`config.mk`:
```
export PLATFORM = sky130hd
export DESIGN_NAME = mul8_share_arbiter_flat
export DESIGN_NICKNAME = d
export VERILOG_FILES = /design/src/rtl/mul8_share_arbiter_pkg.sv /design/src/rtl/mul8_share_arbiter_if.sv /design/src/rtl/mul8_share_arbiter_mul4.sv /design/src/rtl/mul8_share_arbiter.sv /design/src/flat_wrapper.sv
export SDC_FILE = /design/constraint.sdc
export NUM_CORES = 1
export LEC_CHECK = 0
export BUFFER_PORTS_ARGS = -buffer_cell sky130_fd_sc_hd__buf_4
export CAP_MARGIN = 30
export CORE_MARGIN = 2
export CORE_UTILIZATION = 50
export CTS_BUF_LIST = sky130_fd_sc_hd__clkbuf_8
export CTS_CLUSTER_DIAMETER = 80
export DETAILED_ROUTE_END_ITERATION = 10
export PLACE_DENSITY_LB_ADDON = 0.12
export SYNTH_ARGS = -nofsm -noshare
export SYNTH_HDL_FRONTEND = slang
export SYNTH_SLANG_ARGS = --single-unit
```
`constraint.sdc`:
```
create_clock -name clk -period 9.96 [get_ports clk]
set_input_delay 0.996 -clock clk [delete_from_list [all_inputs] [get_ports clk]]
set_output_delay 0.996 -clock clk [all_outputs]
set_load 0.05 [all_outputs]
```
`src/rtl/mul8_share_arbiter_pkg.sv`:
```
// Shared types and constants for the shared 4x4 multiplier arbiter.
package mul8_arb_pkg;

  typedef enum logic [1:0] {
    IDLE = 2'd0,
    MUL  = 2'd1,
    DONE = 2'd2
  } state_e;

  localparam int NPHASE = 4;
  localparam int PP_W   = 8;
  localparam int ACC_W  = 16;

  // Aligns a 4x4 partial product to its weight in the 8x8 result.
  function automatic logic [ACC_W-1:0] pp_shift(input logic [PP_W-1:0] pp,
                                                input logic [1:0]      phase);
    case (phase)
      2'd0:    pp_shift = {8'b0, pp};
      2'd1,
      2'd2:    pp_shift = {4'b0, pp, 4'b0};
      default: pp_shift = {pp, 8'b0};
    endcase
  endfunction

endpackage

```
`src/rtl/mul8_share_arbiter_if.sv`:
```
// Request/response bundle between the sampling engines and the arbiter.
interface mul8_share_arbiter_if #(
  parameter int NREQ = 2
);
  logic [NREQ-1:0]   req_valid;
  logic [NREQ-1:0]   req_ready;
  logic [8*NREQ-1:0] req_a;
  logic [8*NREQ-1:0] req_b;
  logic              rsp_valid;
  logic [1:0]        rsp_id;
  logic [15:0]       rsp_prod;
  logic              busy;

  modport master (
    output req_valid, req_a, req_b,
    input  req_ready, rsp_valid, rsp_id, rsp_prod, busy
  );

  modport slave (
    input  req_valid, req_a, req_b,
    output req_ready, rsp_valid, rsp_id, rsp_prod, busy
  );
endinterface

```
`src/rtl/mul8_share_arbiter_mul4.sv`:
```
// The single area-limited 4x4 unsigned multiplier.
module mul4_unit (
  input  logic [3:0] i_a,
  input  logic [3:0] i_b,
  output logic [7:0] o_p
);

  assign o_p = 8'(i_a) * 8'(i_b);

endmodule

```
`src/rtl/mul8_share_arbiter.sv`:
```
// Round-robin sharing of one 4x4 multiplier; each 8x8 product is built
// from four sequenced partial products into a 16-bit accumulator.
//
// state | meaning
// IDLE  | no operation, may accept a request
// MUL   | four partial-product phases in progress
// DONE  | result valid for one cycle, may accept the next request
module mul8_share_arbiter
  import mul8_arb_pkg::*;
#(
  parameter int NREQ = 2
) (
  input logic                  clk,
  input logic                  rst,
  mul8_share_arbiter_if.slave  io_bus
);

  localparam int              PH_W    = $clog2(NPHASE);
  localparam logic [PH_W-1:0] PH_LAST = PH_W'(NPHASE - 1);
  localparam logic [1:0]      ST_IDLE = IDLE;
  localparam logic [1:0]      ST_MUL  = MUL;
  localparam logic [1:0]      ST_DONE = DONE;

  logic [1:0]       r_state;
  logic [1:0]       r_rr;
  logic [PH_W-1:0]  r_phase;
  logic [7:0]       r_a;
  logic [7:0]       r_b;
  logic [1:0]       r_id;
  logic [ACC_W-1:0] r_acc;
  logic             r_rsp_valid;
  logic [1:0]       r_rsp_id;
  logic [ACC_W-1:0] r_rsp_prod;
  logic             r_busy;

  logic             w_found;
  logic [1:0]       w_win;
  logic [NREQ-1:0]  w_ready;
  logic             w_accept;
  logic [7:0]       w_win_a;
  logic [7:0]       w_win_b;
  logic [1:0]       w_rr_next;
  logic [3:0]       w_mul_a;
  logic [3:0]       w_mul_b;
  logic [PP_W-1:0]  w_pp;
  logic [ACC_W-1:0] w_acc_next;

  // Round-robin search starting at the priority pointer, wrapping modulo NREQ.
  always_comb begin
    w_found = 1'b0;
    w_win   = 2'd0;
    for (int k = 0; k < NREQ; k++) begin
      if (!w_found && io_bus.req_valid[(int'(r_rr) + k) % NREQ]) begin
        w_found = 1'b1;
        w_win   = 2'((int'(r_rr) + k) % NREQ);
      end
    end
  end

  // Grant only where a new capture is possible; never during MUL.
  always_comb begin
    w_ready = '0;
    if (w_found && (r_state == ST_IDLE || r_state == ST_DONE)) begin
      w_ready = {{(NREQ-1){1'b0}}, 1'b1} << w_win;
    end
  end

  assign w_accept  = |(io_bus.req_valid & w_ready);
  assign w_win_a   = io_bus.req_a[int'(w_win)*8 +: 8];
  assign w_win_b   = io_bus.req_b[int'(w_win)*8 +: 8];
  assign w_rr_next = 2'((int'(w_win) + 1) % NREQ);

  // Nibble select per phase; inputs held at zero outside MUL to stop toggling.
  always_comb begin
    w_mul_a = 4'd0;
    w_mul_b = 4'd0;
    if (r_state == ST_MUL) begin
      w_mul_a = r_phase[1] ? r_a[7:4] : r_a[3:0];
      w_mul_b = r_phase[0] ? r_b[7:4] : r_b[3:0];
    end
  end

  mul4_unit u_mul4 (
    .i_a (w_mul_a),
    .i_b (w_mul_b),
    .o_p (w_pp)
  );

  // Phase 0 starts a fresh sum rather than adding onto a stale accumulator.
  assign w_acc_next = ((r_phase == '0) ? '0 : r_acc) + pp_shift(w_pp, r_phase);

  // Sequencer: capture, four accumulate phases, registered response.
  always_ff @(posedge clk) begin
    if (rst) begin
      r_state     <= ST_IDLE;
      r_rr        <= 2'd0;
      r_phase     <= '0;
      r_a         <= 8'd0;
      r_b         <= 8'd0;
      r_id        <= 2'd0;
      r_acc       <= '0;
      r_rsp_valid <= 1'b0;
      r_rsp_id    <= 2'd0;
      r_rsp_prod  <= '0;
      r_busy      <= 1'b0;
    end else begin
      r_rsp_valid <= 1'b0;
      case (r_state)
        ST_MUL: begin
          r_acc   <= w_acc_next;
          r_phase <= r_phase + PH_W'(1);
          if (r_phase == PH_LAST) begin
            r_state     <= ST_DONE;
            r_rsp_valid <= 1'b1;
            r_rsp_prod  <= w_acc_next;
            r_rsp_id    <= r_id;
          end
        end
        default: begin
          if (w_accept) begin
            r_a     <= w_win_a;
            r_b     <= w_win_b;
            r_id    <= w_win;
            r_rr    <= w_rr_next;
            r_phase <= '0;
            r_state <= ST_MUL;
            r_busy  <= 1'b1;
          end else begin
            r_state <= ST_IDLE;
            r_busy  <= 1'b0;
          end
        end
      endcase
    end
  end

  assign io_bus.req_ready = w_ready;
  assign io_bus.rsp_valid = r_rsp_valid;
  assign io_bus.rsp_id    = r_rsp_id;
  assign io_bus.rsp_prod  = r_rsp_prod;
  assign io_bus.busy      = r_busy;

endmodule

```
`src/flat_wrapper.sv`:
```
// flat-port wrapper written by rule: the top's interface ports become plain ports
module mul8_share_arbiter_flat import mul8_arb_pkg::*;
#(
  parameter int NREQ = 2
)
  (clk, rst, io_bus_req_valid, io_bus_req_a, io_bus_req_b, io_bus_req_ready, io_bus_rsp_valid, io_bus_rsp_id, io_bus_rsp_prod, io_bus_busy);
  mul8_share_arbiter_if #(.NREQ(NREQ)) io_bus_i ();
  input logic clk;
  input logic rst;
  input wire logic [$bits(io_bus_i.req_valid)-1:0] io_bus_req_valid;
  input wire logic [$bits(io_bus_i.req_a)-1:0] io_bus_req_a;
  input wire logic [$bits(io_bus_i.req_b)-1:0] io_bus_req_b;
  output wire logic [$bits(io_bus_i.req_ready)-1:0] io_bus_req_ready;
  output wire logic [$bits(io_bus_i.rsp_valid)-1:0] io_bus_rsp_valid;
  output wire logic [$bits(io_bus_i.rsp_id)-1:0] io_bus_rsp_id;
  output wire logic [$bits(io_bus_i.rsp_prod)-1:0] io_bus_rsp_prod;
  output wire logic [$bits(io_bus_i.busy)-1:0] io_bus_busy;
  assign io_bus_i.req_valid = io_bus_req_valid;
  assign io_bus_i.req_a = io_bus_req_a;
  assign io_bus_i.req_b = io_bus_req_b;
  assign io_bus_req_ready = io_bus_i.req_ready;
  assign io_bus_rsp_valid = io_bus_i.rsp_valid;
  assign io_bus_rsp_id = io_bus_i.rsp_id;
  assign io_bus_rsp_prod = io_bus_i.rsp_prod;
  assign io_bus_busy = io_bus_i.busy;
  mul8_share_arbiter #(.NREQ(NREQ)) u_core (.clk(clk), .rst(rst), .io_bus(io_bus_i));
endmodule
```
==> results of run 1 <==
==> state kept, by name, indices dropped and copies added, names as in the netlist <==
| register | count |
|---|---|
| u_core.io_bus.rsp_prod | 16 |
| u_core.r_acc | 16 |
| u_core.r_a | 8 |
| u_core.r_b | 8 |
| u_core.r_phase | 2 |
| u_core.r_state | 2 |
| u_core.io_bus.busy | 1 |
| u_core.io_bus.rsp_id | 1 |
| u_core.io_bus.rsp_valid | 1 |
| u_core.r_id | 1 |
| u_core.r_rr | 1 |
==> kinds of logic (layout without fill, tap and decap cells) <==
logic type | after synthesis | count (layout) | synth area share
simple gates | 179 | 179 | 0.231
other cells | 1 | 1 | 0.000951
fa+ha+maj | 34 | 34 | 0.117
flops | 57 | 57 | 0.290
mux | 24 | 24 | 0.0635
compound gates | 117 | 117 | 0.208
buf+inv | 46 | 92 | 0.0587
xor+xnor | 12 | 12 | 0.0302
==> cells in the mapped netlist (4+ instances only) <==
| cell type | instances | area (um^2) |
|---|---|---|
| dfxtp_1 | 57 | 1140 |
| nor2_1 | 52 | 195 |
| nand2_1 | 37 | 139 |
| ha_1 | 29 | 363 |
| a21oi_1 | 25 | 125 |
| a211oi_1 | 22 | 165 |
| nor2b_1 | 22 | 138 |
| o21ai_0 | 19 | 95.1 |
| clkbuf_1 | 18 | 67.6 |
| inv_1 | 17 | 63.8 |
| mux2i_1 | 16 | 160 |
| nand3b_1 | 13 | 97.6 |
| nand3_1 | 11 | 55.1 |
| nor3_1 | 10 | 50.1 |
| a22o_1 | 9 | 78.8 |
| mux2_2 | 8 | 90.1 |
| or3_1 | 8 | 50.1 |
| a21o_1 | 7 | 52.6 |
| and2_1 | 7 | 43.8 |
| xnor2_1 | 7 | 61.3 |
| fa_1 | 5 | 100 |
| o21a_1 | 5 | 37.5 |
| a22oi_1 | 4 | 30.0 |
| a32o_1 | 4 | 40.0 |
| nand2b_1 | 4 | 25.0 |
| xor2_1 | 4 | 35.0 |
==> final cells by class <==
cell class	count	area share
Clock buffer	9	0.0274
Timing Repair Buffer	59	0.0979
Inverter	17	0.0141
Multi-Input combinational cell	367	0.570
Clock inverter	7	0.0108
Sequential cell	57	0.252
Tap cell	102	0.0282
==> path summary, 6_finish.rpt <==
kind	slack, ns	start	end	depth (start not counted)
hold reg to reg	0.46	u_core.r_acc[2]$_SDFFE_PP0P_	u_core.r_acc[2]$_SDFFE_PP0P_	2
setup / recovery	4.26	u_core.r_state[0]$_SDFFE_PP0P_	u_core.io_bus.rsp_prod[15]$_SDFFE_PP0P_	20
hold / removal	0.46	u_core.r_acc[2]$_SDFFE_PP0P_	u_core.r_acc[2]$_SDFFE_PP0P_	2
setup reg to reg	4.26	u_core.r_state[0]$_SDFFE_PP0P_	u_core.io_bus.rsp_prod[15]$_SDFFE_PP0P_	20
==> tightest hold or removal path, stage by stage (launching register included) <==
cell and delay [ns]:
dfxtp_1 0.31, nand2_1 0.05, a21oi_1 0.06
==> stage by stage <==
stage | hold WS (ns) | total power (W) | utilization | instance area (um^2) | setup slack, ns
global route | 0.482 | 0.000548 | 0.589 | 4530 | 3.89
floorplan | 0.432 | 0.000309 | - | 3940 | 4.82
detailed placement | 0.449 | 0.000335 | 0.566 | 4350 | 4.28
finish | 0.458 | 0.000528 | 0.589 | 4530 | 4.26
global placement | 0.438 | 0.000334 | 0.566 | 4350 | 4.50
CTS | 0.460 | 0.000531 | 0.589 | 4530 | 4.27
==> per-layer routing <==
| metal | up-vias | routed length, um |
|---|---|---|
| li1 | 1776 | - |
| met1 | 1626 | 4480 |
| met2 | 95 | 4480 |
| met3 | 12 | 501 |
| met4 | 0 | 138 |
| met5 | - | 0 |
==> power groups by stage <==
stage	Combinational, W	Sequential, W	Clock [W]
final	0.0000857	0.000245	0.000197
after global routing	0.0000950	0.000246	0.000207
after CTS	0.0000859	0.000245	0.000200
after detailed placement	0.0000854	0.000250	0
after global placement	0.0000842	0.000249	0
after floorplan	0.0000603	0.000249	0
==> results.sh, run 1 <==
export IMPL_hpwlAfterDp_um=6880
export IMPL_cp_slowest_stage_delay_ns=0.54
export IMPL_grt_pass1_vias=3360
export IMPL_wire_length_reported_by_the_detailed_router_um=9600
export IMPL_worst_ep_required_time_ns=10.20
export IMPL_finalWeightedCongestion=0.907
export IMPL_final_period_minus_worst_setup_slack_ns=5.70
export IMPL_port_buffer_count=56
export IMPL_cap_viol_max_count=0
export IMPL_share_seq_of_total_power=0.464
export IMPL_cts_clk_slew_worst_paths_ns=0.07
export IMPL_cts_buffers_inserted=9
export IMPL_grtUsageMet2=0.371
export IMPL_gr_total_overflow=0
export IMPL_design_final_nets=581
export IMPL_pwr_dens_nw_per_um2=117
export IMPL_synth_lib_cells_used_distinct=59
export IMPL_largest_net_degree_at_the_start_of_global_routing=55
export IMPL_cts_buffer_depth=2
export IMPL_start_util=0.513
export IMPL_clk_root_buffer_cell="clkbuf_8"
export IMPL_power_share_combinational=0.162
export IMPL_net_count_after_synthesis=540
export IMPL_numPlacedInstances=602
export IMPL_slowest_stage="nor2b_2"
export IMPL_die_width_um=92.8
export IMPL_multiInputGateArea_um2=2580
export IMPL_placement_rows=32
export IMPL_hold_violations=0
export IMPL_hold_path_class="reg -> reg"
export IMPL_relSlewSlack=0.327
export IMPL_criticalPathCategory="reg -> reg"
export IMPL_crit_path_end_kind="register"
export IMPL_rsz0062_at_grt="no"
export IMPL_setup_violations_final=0
export IMPL_groute_layer_met3_usage=0.0586
export IMPL_non_filler_cells_in_the_finished_layout=618
export IMPL_cts_max_level=3
export IMPL_antennaDiodeCount=0
export IMPL_initial_antenna_violation_count=0
export IMPL_maxSlewViolCount=0
export IMPL_final_antenna_net_count=0
export IMPL_drive_above_1_share=0.186
export IMPL_worst_slew_pin_transition_ns=1.01
export IMPL_most_common_library_cell_in_the_layout_ignoring_fill_and_taps="buf_4"
export IMPL_p_sw_w=0.000165
export IMPL_critical_path_most_common_cell="ha_1"
export IMPL_timing_critical_path_cells="nor2b_2 -> buf_4 -> nand2_1 -> nor2_1 -> fa_1 -> ha_1 -> ha_1 -> o21ai_0 -> o21bai_1 -> a21oi_1 -> xnor2_1 -> nand2_1 -> o21ai_0 -> ha_1 -> and2_2 -> nand4_1 -> a311oi_2 -> or2_4 -> xnor3_1 -> a22o_1"
export IMPL_worst_setup_path_start_kind="register"
export IMPL_final_setup_tns_ns=0
export IMPL_most_frequent_cells_in_the_layout="buf_4 (59), dfxtp_1 (57), nor2_1 (51)"
export IMPL_use_met1=0.311
export IMPL_total_leakage_power_nw=2.03
export IMPL_clock_latency_on_the_worst_skew_pair_ns=0.35
export IMPL_fp_dieH_um=92.8
export IMPL_cts_sinks=57
export IMPL_status="finished, final reports clean"
export IMPL_synth_edff_count=0
export IMPL_synth_seq_cells=57
export IMPL_synthesis_area_per_instance_um2=8.39
export IMPL_num_fill_cells=729
export IMPL_min_period_over_period=0.573
export IMPL_drc_errors=0
export IMPL_power_clock_fraction=0.374
export IMPL_crit_fanout=24
export IMPL_postSynth_asyncResetShare=0
export IMPL_grt_util_all_layers=0.234
export IMPL_post_cts_resized_instances=0
export IMPL_cp_buffers_inverters=1
export IMPL_detail_route_wl_per_cell_um=15.5
export IMPL_grt_first_pass_wirelength_um=16100
export IMPL_cts_hold_buffers=0
export IMPL_cp_data_arrival_time_ns=5.95
export IMPL_synth_ff_type="dfxtp_1"
export IMPL_yosysWarningCount=0
export IMPL_tritoncts="done"
export IMPL_cts_post_setup_buffers_inserted=0
export IMPL_area_growth_syn_to_layout_pct=14.8
export IMPL_syn_area_um2=3940
export IMPL_initialDrtViolationCount=191
export IMPL_avgViaCountPerCell=5.68
export IMPL_grt_most_used_layer="met2"
export IMPL_floorplan_io_pins=58
export IMPL_f_max_mhz=175
export IMPL_core_area_um2=7690
export IMPL_syn_inst=470
export IMPL_drt_pre_antenna_iters=5
export IMPL_layout_area_seq_um2=1140
export IMPL_cpLargestDelayFamily="adder cells"
export IMPL_proportion_of_synthesized_chip_area_in_sequential_cells=0.290
export IMPL_netSwitchingFraction=0.312
export IMPL_p_int_w=0.000363
export IMPL_irDropWorstVdd_uv=115
export IMPL_vias=3509
export IMPL_die_area_um2=8610
export IMPL_fin_skew_ns=0.00691
No activity file was read; power rests on OpenSTA's default activity.
==> run 2: changes to the inputs <==
- ABC_AREA: not set -> 1
- clock period: 9.96 -> 5.19 ns (I/O delays scaled with it)
==> run 2 against run 1 <==
  * Wire length grew 6.6%
  * Sequential cell count unchanged
  * Non-clock buffer count up 2
  * Setup slack worse by 3.9 ns
  * Cell area increased by 0.91%
  * First-iteration DRC count is 63% higher
  * Cell count up 18%
  * Highest routed layer unchanged
==> results.sh, run 2 <==
export IMPL_status="finished, final reports clean"
export IMPL_synth_top_area_cell="dfxtp_1"
export IMPL_synthesis_area_per_instance_um2=6.70
export IMPL_area_growth_syn_to_layout_pct=18.8
export IMPL_criticalPathCategory="reg -> reg"
export IMPL_cpLargestDelayFamily="adder cells"
export IMPL_setup_violations_final=0
export IMPL_share_seq_of_total_power=0.453
export IMPL_cts_buffer_depth=2
export IMPL_postSynth_asyncResetShare=0
export IMPL_die_area_um2=8400
export IMPL_timing_rr_start="u_core.r_state[0]$_SDFFE_PP0P_"
export IMPL_finish_instance_area_um2=4570
export IMPL_crit_path_end_kind="register"
export IMPL_wire_length_reported_by_the_detailed_router_um=10200
export IMPL_most_frequent_cells_in_the_layout="nand2_1 (124), inv_1 (92), nor2_1 (71)"
export IMPL_fin_skew_ns=0.0149
export IMPL_yosysWarningCount=0
export IMPL_r2r_end="u_core.io_bus.rsp_prod[15]$_SDFFE_PP0P_"
export IMPL_grt_first_pass_wirelength_um=16800
export IMPL_irDropWorstVdd_uv=109
export IMPL_holdCritStartpoint="u_core.r_id[0]$_SDFFE_PP0P_"
export IMPL_syn_inst=574
export IMPL_detail_route_wl_per_cell_um=14.0
export IMPL_start_util=0.524
export IMPL_clock_latency_on_the_worst_skew_pair_ns=0.35
export IMPL_dp_slack_ns=0.193
export IMPL_synth_area_top_cells="dfxtp_1 (30%), nand2_1 (12%), ha_1 (9.4%)"
export IMPL_num_fill_cells=697
export IMPL_grt_util_all_layers=0.252
export IMPL_synth_ff_type="dfxtp_1"
export IMPL_core_area_um2=7330
export IMPL_worst_ep_required_time_ns=5.42
export IMPL_totalPowerFinal_w=0.00106
export IMPL_critical_path_most_common_cell="nand2_1"
export IMPL_largest_net_degree_at_the_start_of_global_routing=36
export IMPL_tritoncts="done"
export IMPL_post_synth_top_area_fraction=0.297
export IMPL_netSwitchingFraction=0.333
export IMPL_total_leakage_power_nw=2.40
export IMPL_placement_rows=31
export IMPL_maxSlewViolCount=0
export IMPL_synth_seq_cells=57
export IMPL_whs_endpoint="u_core.io_bus.rsp_id[0]$_SDFFE_PP0P_"
export IMPL_power_clock_fraction=0.345
export IMPL_hold_violations=0
export IMPL_drive_above_1_share=0.171
export IMPL_drt_pre_antenna_iters=5
export IMPL_min_path_cells=2
export IMPL_gr_total_overflow=0
export IMPL_net_count_after_synthesis=644
export IMPL_numPlacedInstances=714
export IMPL_placed_area_um2=4330
export IMPL_initial_antenna_violation_count=0
export IMPL_cts_hold_buffers=0
export IMPL_r2r_slack_ns=0.34
export IMPL_drc_errors=0
export IMPL_hpwlAfterDp_um=7690
export IMPL_pwr_dens_nw_per_um2=233
export IMPL_post_synth_top_count_cell="nand2_1"
export IMPL_power_share_combinational=0.202
export IMPL_crit_fanout=28
export IMPL_grt_pass1_vias=3498
export IMPL_synth_lib_cells_used_distinct=36
export IMPL_min_period_over_period=0.935
export IMPL_die_width_um=91.7
export IMPL_avgViaCountPerCell=5.17
export IMPL_final_period_minus_worst_setup_slack_ns=4.85
export IMPL_f_max_mhz=206
export IMPL_fp_dieH_um=91.7
export IMPL_non_filler_cells_in_the_finished_layout=732
export IMPL_relSlewSlack=0.545
export IMPL_hold_path_class="reg -> reg"
export IMPL_vias=3783
export IMPL_initialDrtViolationCount=312
export IMPL_p_sw_w=0.000355
export IMPL_most_common_library_cell_in_the_layout_ignoring_fill_and_taps="nand2_1"
export IMPL_reg2reg_depth=26
export IMPL_p_int_w=0.000710
export IMPL_cts_max_level=3
export IMPL_slowest_stage="fa_1"
export IMPL_cts_sinks=57
export IMPL_proportion_of_synthesized_chip_area_in_sequential_cells=0.297
export IMPL_cts_clk_slew_worst_paths_ns=0.06
export IMPL_cp_slowest_stage_delay_ns=0.57
export IMPL_final_antenna_net_count=0
export IMPL_synth_edff_count=0
export IMPL_cap_viol_max_count=0
export IMPL_finalWeightedCongestion=0.900
export IMPL_cp_data_arrival_time_ns=5.08
export IMPL_design_final_nets=698
export IMPL_syn_area_um2=3840
export IMPL_antennaDiodeCount=0
export IMPL_clk_root_buffer_cell="clkbuf_8"
export IMPL_cp_buffers_inverters=6
export IMPL_worst_setup_path_start_kind="register"
export IMPL_cts_buffers_inserted=9
export IMPL_port_buffer_count=56
export IMPL_floorplan_io_pins=58
export IMPL_worst_slack_ns=0.339
export IMPL_most_used_standard_cells_in_the_synthesized_netlist="nand2_1 (125), inv_1 (92), nor2_1 (71)"
export IMPL_worst_slew_pin_transition_ns=0.682
## run 2: changes by cell type after synthesis, moves of 19 or more
cell	previous run	this run
a211oi_1	22	2
inv_1	17	92
nand2_1	37	125
nand3_1	11	46
nor2_1	52	71
nor2b_1	22	0
## run 2: worst register-to-register path: stages (launching register included)
cell	delay, ns
dfxtp_1	0.34
inv_2	0.07
nor2_8	0.10
inv_6	0.12
nor3_4	0.22
nand2_1	0.10
fa_1	0.55
inv_1	0.06
fa_1	0.57
inv_1	0.07
fa_1	0.43
or2_2	0.32
nand2_1	0.06
a21oi_1	0.06
xor2_1	0.29
o22ai_1	0.13
ha_1	0.35
nand2_1	0.10
inv_1	0.05
a21oi_1	0.17
nand2_2	0.11
a21oi_2	0.17
inv_2	0.04
nand3_1	0.09
nand2_1	0.06
nand2_1	0.05
nand2_1	0.05
## run 2: routing by layer
metal | part of all wire | track usage | vias to the layer above
li1 | - | - | 1936
met1 | 0.51 | 0.375 | 1717
met2 | 0.42 | 0.372 | 118
met3 | 0.055 | 0.0362 | 12
met4 | 0.012 | 0.0846 | 0
met5 | 0 | 0 | -
## run 2: layout make-up
cell class	count	area [um^2]	area share
multi-input cells	396	2290	0.501
flip-flops and latches	57	1140	0.250
repair buffers	61	458	0.100
inverters	103	394	0.0863
clock buffers	9	124	0.0271
well taps	99	124	0.0271
clock inverters	7	38.8	0.00849
## run 2: logic make-up (layout without fill, tap and decap cells)
family,after synthesis,in the layout,synth area share
adder cells (fa/ha/maj),34,34,0.120
buffers and inverters,121,180,0.124
flip-flops,57,57,0.297
other,1,1,0.000976
AND/OR/NAND/NOR,263,263,0.294
AO/OA/AOI/OAI,86,86,0.136
XOR/XNOR,12,12,0.0273
## run 2: timing repair
| item | CTS | global route |
|---|---|---|
| setup endpoints to repair | 0 | 16 |
| gates resized for setup | 0 | 14 |
| buffers inserted | 0 | 2 |
## run 2: power groups by stage
| stage | Combinational, W | Sequential, W | Clock [W] |
|---|---|---|---|
| floorplan | 0.000144 | 0.000489 | 0 |
| global placement | 0.000201 | 0.000491 | 0 |
| detailed placement | 0.000204 | 0.000491 | 0 |
| CTS | 0.000205 | 0.000482 | 0.000368 |
| global route | 0.000239 | 0.000485 | 0.000383 |
| finish | 0.000215 | 0.000483 | 0.000367 |
## run 2: how the worst max path moves through the flow
stage / endpoint / slack [ns] / start / cells after the start
floorplan: u_core.r_acc[15]$_SDFFE_PP0P_ / 0.62 / u_core.r_state[0]$_SDFFE_PP0P_ / 27
global placement: u_core.io_bus.rsp_prod[11]$_SDFFE_PP0P_ / 0.38 / u_core.r_state[0]$_SDFFE_PP0P_ / 24
detailed placement: u_core.io_bus.rsp_prod[13]$_SDFFE_PP0P_ / 0.19 / u_core.r_state[0]$_SDFFE_PP0P_ / 26
CTS: u_core.io_bus.rsp_prod[13]$_SDFFE_PP0P_ / 0.18 / u_core.r_state[0]$_SDFFE_PP0P_ / 26
global route: u_core.r_acc[11]$_SDFFE_PP0P_ / -0.06 / u_core.r_state[0]$_SDFFE_PP0P_ / 24
finish: u_core.io_bus.rsp_prod[15]$_SDFFE_PP0P_ / 0.34 / u_core.r_state[0]$_SDFFE_PP0P_ / 26
## run 2: metrics by stage
step           hold slack, ns  setup TNS, ns   util
6_report                0.448              0  0.623
5_1_grt                 0.461         -0.206  0.623
4_1_cts                 0.448              0  0.612
3_5_place_dp            0.432              0  0.590
3_3_place_gp            0.432              0  0.590
2_1_floorplan           0.414              0      -
==> run 3: changes to the inputs <==
- ABC_AREA: 1 -> 0
- clock period: 5.19 -> 4.9 ns (I/O delays scaled with it)
==> run 3 against run 2 <==
  * Sequential cell count stayed put
  * Core utilization up 2.6 points
  * Largest power group is now the clock network
  * Maximum frequency up 1.7%
  * Critical path type unchanged
  * Die area increased by 2.4%
  * Clock skew is 0.0078 ns lower
==> results.sh, run 3 (synthesis gave the netlist of run 1 again) <==
export IMPL_status="finished, final reports clean"
export IMPL_most_frequent_cells_in_the_layout="buf_4 (88), dfxtp_1 (54), nor2_1 (51)"
export IMPL_cts_max_level=3
export IMPL_placement_rows=32
export IMPL_maxSlewViolCount=0
export IMPL_placed_area_um2=4520
export IMPL_detail_route_wl_per_cell_um=15.5
export IMPL_final_period_minus_worst_setup_slack_ns=4.77
export IMPL_worst_setup_path_start_kind="register"
export IMPL_hold_violations=0
export IMPL_slowest_stage="fa_2"
export IMPL_cp_data_arrival_time_ns=5.05
export IMPL_most_common_library_cell_in_the_layout_ignoring_fill_and_taps="buf_4"
export IMPL_cap_viol_max_count=0
export IMPL_pwr_dens_nw_per_um2=238
export IMPL_floorplan_io_pins=58
export IMPL_hpwlAfterDp_um=6960
export IMPL_final_antenna_net_count=0
export IMPL_num_fill_cells=676
export IMPL_clock_latency_on_the_worst_skew_pair_ns=0.34
export IMPL_drt_pre_antenna_iters=4
export IMPL_irDropWorstVdd_uv=145
export IMPL_grt_pass1_vias=3586
export IMPL_criticalPathCategory="reg -> reg"
export IMPL_relSlewSlack=0.367
export IMPL_timing_rr_start="u_core.r_phase[0]$_SDFFE_PP0P_"
export IMPL_initial_antenna_violation_count=0
export IMPL_avgViaCountPerCell=5.69
export IMPL_largest_net_degree_at_the_start_of_global_routing=55
export IMPL_cts_hold_buffers=0
export IMPL_worst_slack_ns=0.129
export IMPL_tritoncts="done"
export IMPL_crit_path_end_kind="register"
export IMPL_timing_critical_path_cells="mux2_4 -> nand3_2 -> fa_1 -> inv_2 -> fa_2 -> inv_2 -> fa_2 -> inv_2 -> a21o_1 -> a21oi_2 -> xnor2_2 -> a22oi_1 -> nor2_1 -> ha_2 -> o21a_1 -> o21ai_4 -> buf_4 -> a31oi_2 -> o22ai_1 -> or4_1 -> nand3_1"
export IMPL_cp_slowest_stage_delay_ns=0.58
export IMPL_worst_ep_required_time_ns=5.18
export IMPL_area_growth_syn_to_layout_pct=26.6
export IMPL_critical_path_most_common_cell="inv_2"
export IMPL_layout_area_seq_um2=1150
export IMPL_min_period_over_period=0.974
export IMPL_cpLargestDelayFamily="adder cells"
export IMPL_cp_buffers_inverters=4
export IMPL_worst_slew_pin_transition_ns=0.950
export IMPL_fp_dieH_um=92.8
export IMPL_holdCritStartpoint="u_core.r_acc[4]$_SDFFE_PP0P_"
export IMPL_cts_buffers_inserted=9
export IMPL_multiInputGateArea_um2=2770
export IMPL_cts_sinks=57
export IMPL_dp_slack_ns=-0.0608
export IMPL_crit_start="u_core.r_phase[0]$_SDFFE_PP0P_"
export IMPL_f_max_mhz=210
export IMPL_vias=3681
export IMPL_hold_path_class="reg -> reg"
export IMPL_die_area_um2=8610
export IMPL_grt_util_all_layers=0.240
export IMPL_clk_root_buffer_cell="clkbuf_8"
export IMPL_setup_violations_final=0
export IMPL_core_area_um2=7690
export IMPL_drive_above_1_share=0.283
export IMPL_design_final_nets=610
export IMPL_finish_instance_area_um2=4990
export IMPL_antennaDiodeCount=0
export IMPL_finalWeightedCongestion=0.894
export IMPL_initialDrtViolationCount=168
export IMPL_fin_skew_ns=0.00710
export IMPL_die_width_um=92.8
export IMPL_cts_buffer_depth=2
export IMPL_port_buffer_count=56
export IMPL_start_util=0.513
export IMPL_wire_length_reported_by_the_detailed_router_um=10000
export IMPL_gr_total_overflow=0
export IMPL_drc_errors=0
export IMPL_cts_clk_slew_worst_paths_ns=0.07
export IMPL_grt_first_pass_wirelength_um=16700
export IMPL_total_leakage_power_nw=2.27
export IMPL_crit_fanout=5
export IMPL_timing_hold_ws_ns=0.453
-- run 3: cell types whose count changed in the layout (fill, tap and decap cells not counted), sizes merged, moves of 20 or more --
cell | before | now
nand3 | 46 | 11
inv | 104 | 18
nor2b | 0 | 22
nand2 | 126 | 37
a211oi | 2 | 22
buf | 61 | 88
nor2 | 74 | 52
-- run 3: worst paths after layout --
| check | cells after the start | slack, ns | to |
|---|---|---|---|
| max | 21 | 0.13 | u_core.r_acc[13]$_SDFFE_PP0P_ |
| min | 2 | 0.45 | u_core.r_acc[4]$_SDFFE_PP0P_ |
| max reg2reg | 21 | 0.13 | u_core.r_acc[13]$_SDFFE_PP0P_ |
| min reg2reg | 2 | 0.45 | u_core.r_acc[4]$_SDFFE_PP0P_ |
-- run 3: per-stage QoR --
stage          setup TNS [ns]   util  total power, W  instances
6_report                    0  0.649         0.00119        647
5_1_grt                -0.184  0.649         0.00124        647
4_1_cts              -0.00515  0.619         0.00119        638
3_5_place_dp          -0.0930  0.588        0.000689        622
3_3_place_gp         -0.00326  0.588        0.000686        622
2_1_floorplan         -0.0154      -        0.000629        470
-- run 3: power breakdown --
group	switching, W	internal [W]
clock network	0.000203	0.000297
registers	0.0000139	0.000485
logic	0.000107	0.0000822
total	0.000324	0.000864
-- run 3: worst reg2reg max path, cell delays in order (launching register included) --
cell	delay (ns)
dfxtp_4	0.37
mux2_4	0.22
nand3_2	0.08
fa_1	0.57
inv_2	0.05
fa_2	0.58
inv_2	0.05
fa_2	0.34
inv_2	0.05
a21o_1	0.12
a21oi_2	0.07
xnor2_2	0.16
a22oi_1	0.17
nor2_1	0.10
ha_2	0.35
o21a_1	0.17
o21ai_4	0.09
buf_4	0.14
a31oi_2	0.28
o22ai_1	0.23
or4_1	0.44
nand3_1	0.09
-- run 3: routing by layer --
layer / GRT usage / vias to the layer above / part of all wire
met5: 0 / - / 0
met1: 0.329 / 1748 / 0.47
met4: 0.0931 / 0 / 0.021
met3: 0.0325 / 16 / 0.042
li1: - / 1829 / -
met2: 0.381 / 88 / 0.47
-- run 3: cell type report --
cell class              count  share of cell area
multi-input cells         367               0.555
clock buffers              10              0.0276
well taps                 102              0.0256
flip-flops and latches     57               0.230
inverters                  17              0.0128
repair buffers             88               0.132
clock inverters             6              0.0166
-- run 3: timing repair --
action / in CTS / in global routing
resized for setup: 6 / 37
setup endpoints to repair: 4 / 17
endpoints found under the hold margin: 0 / 0
pin swaps: 1 / 21
buffers inserted: 0 / 9
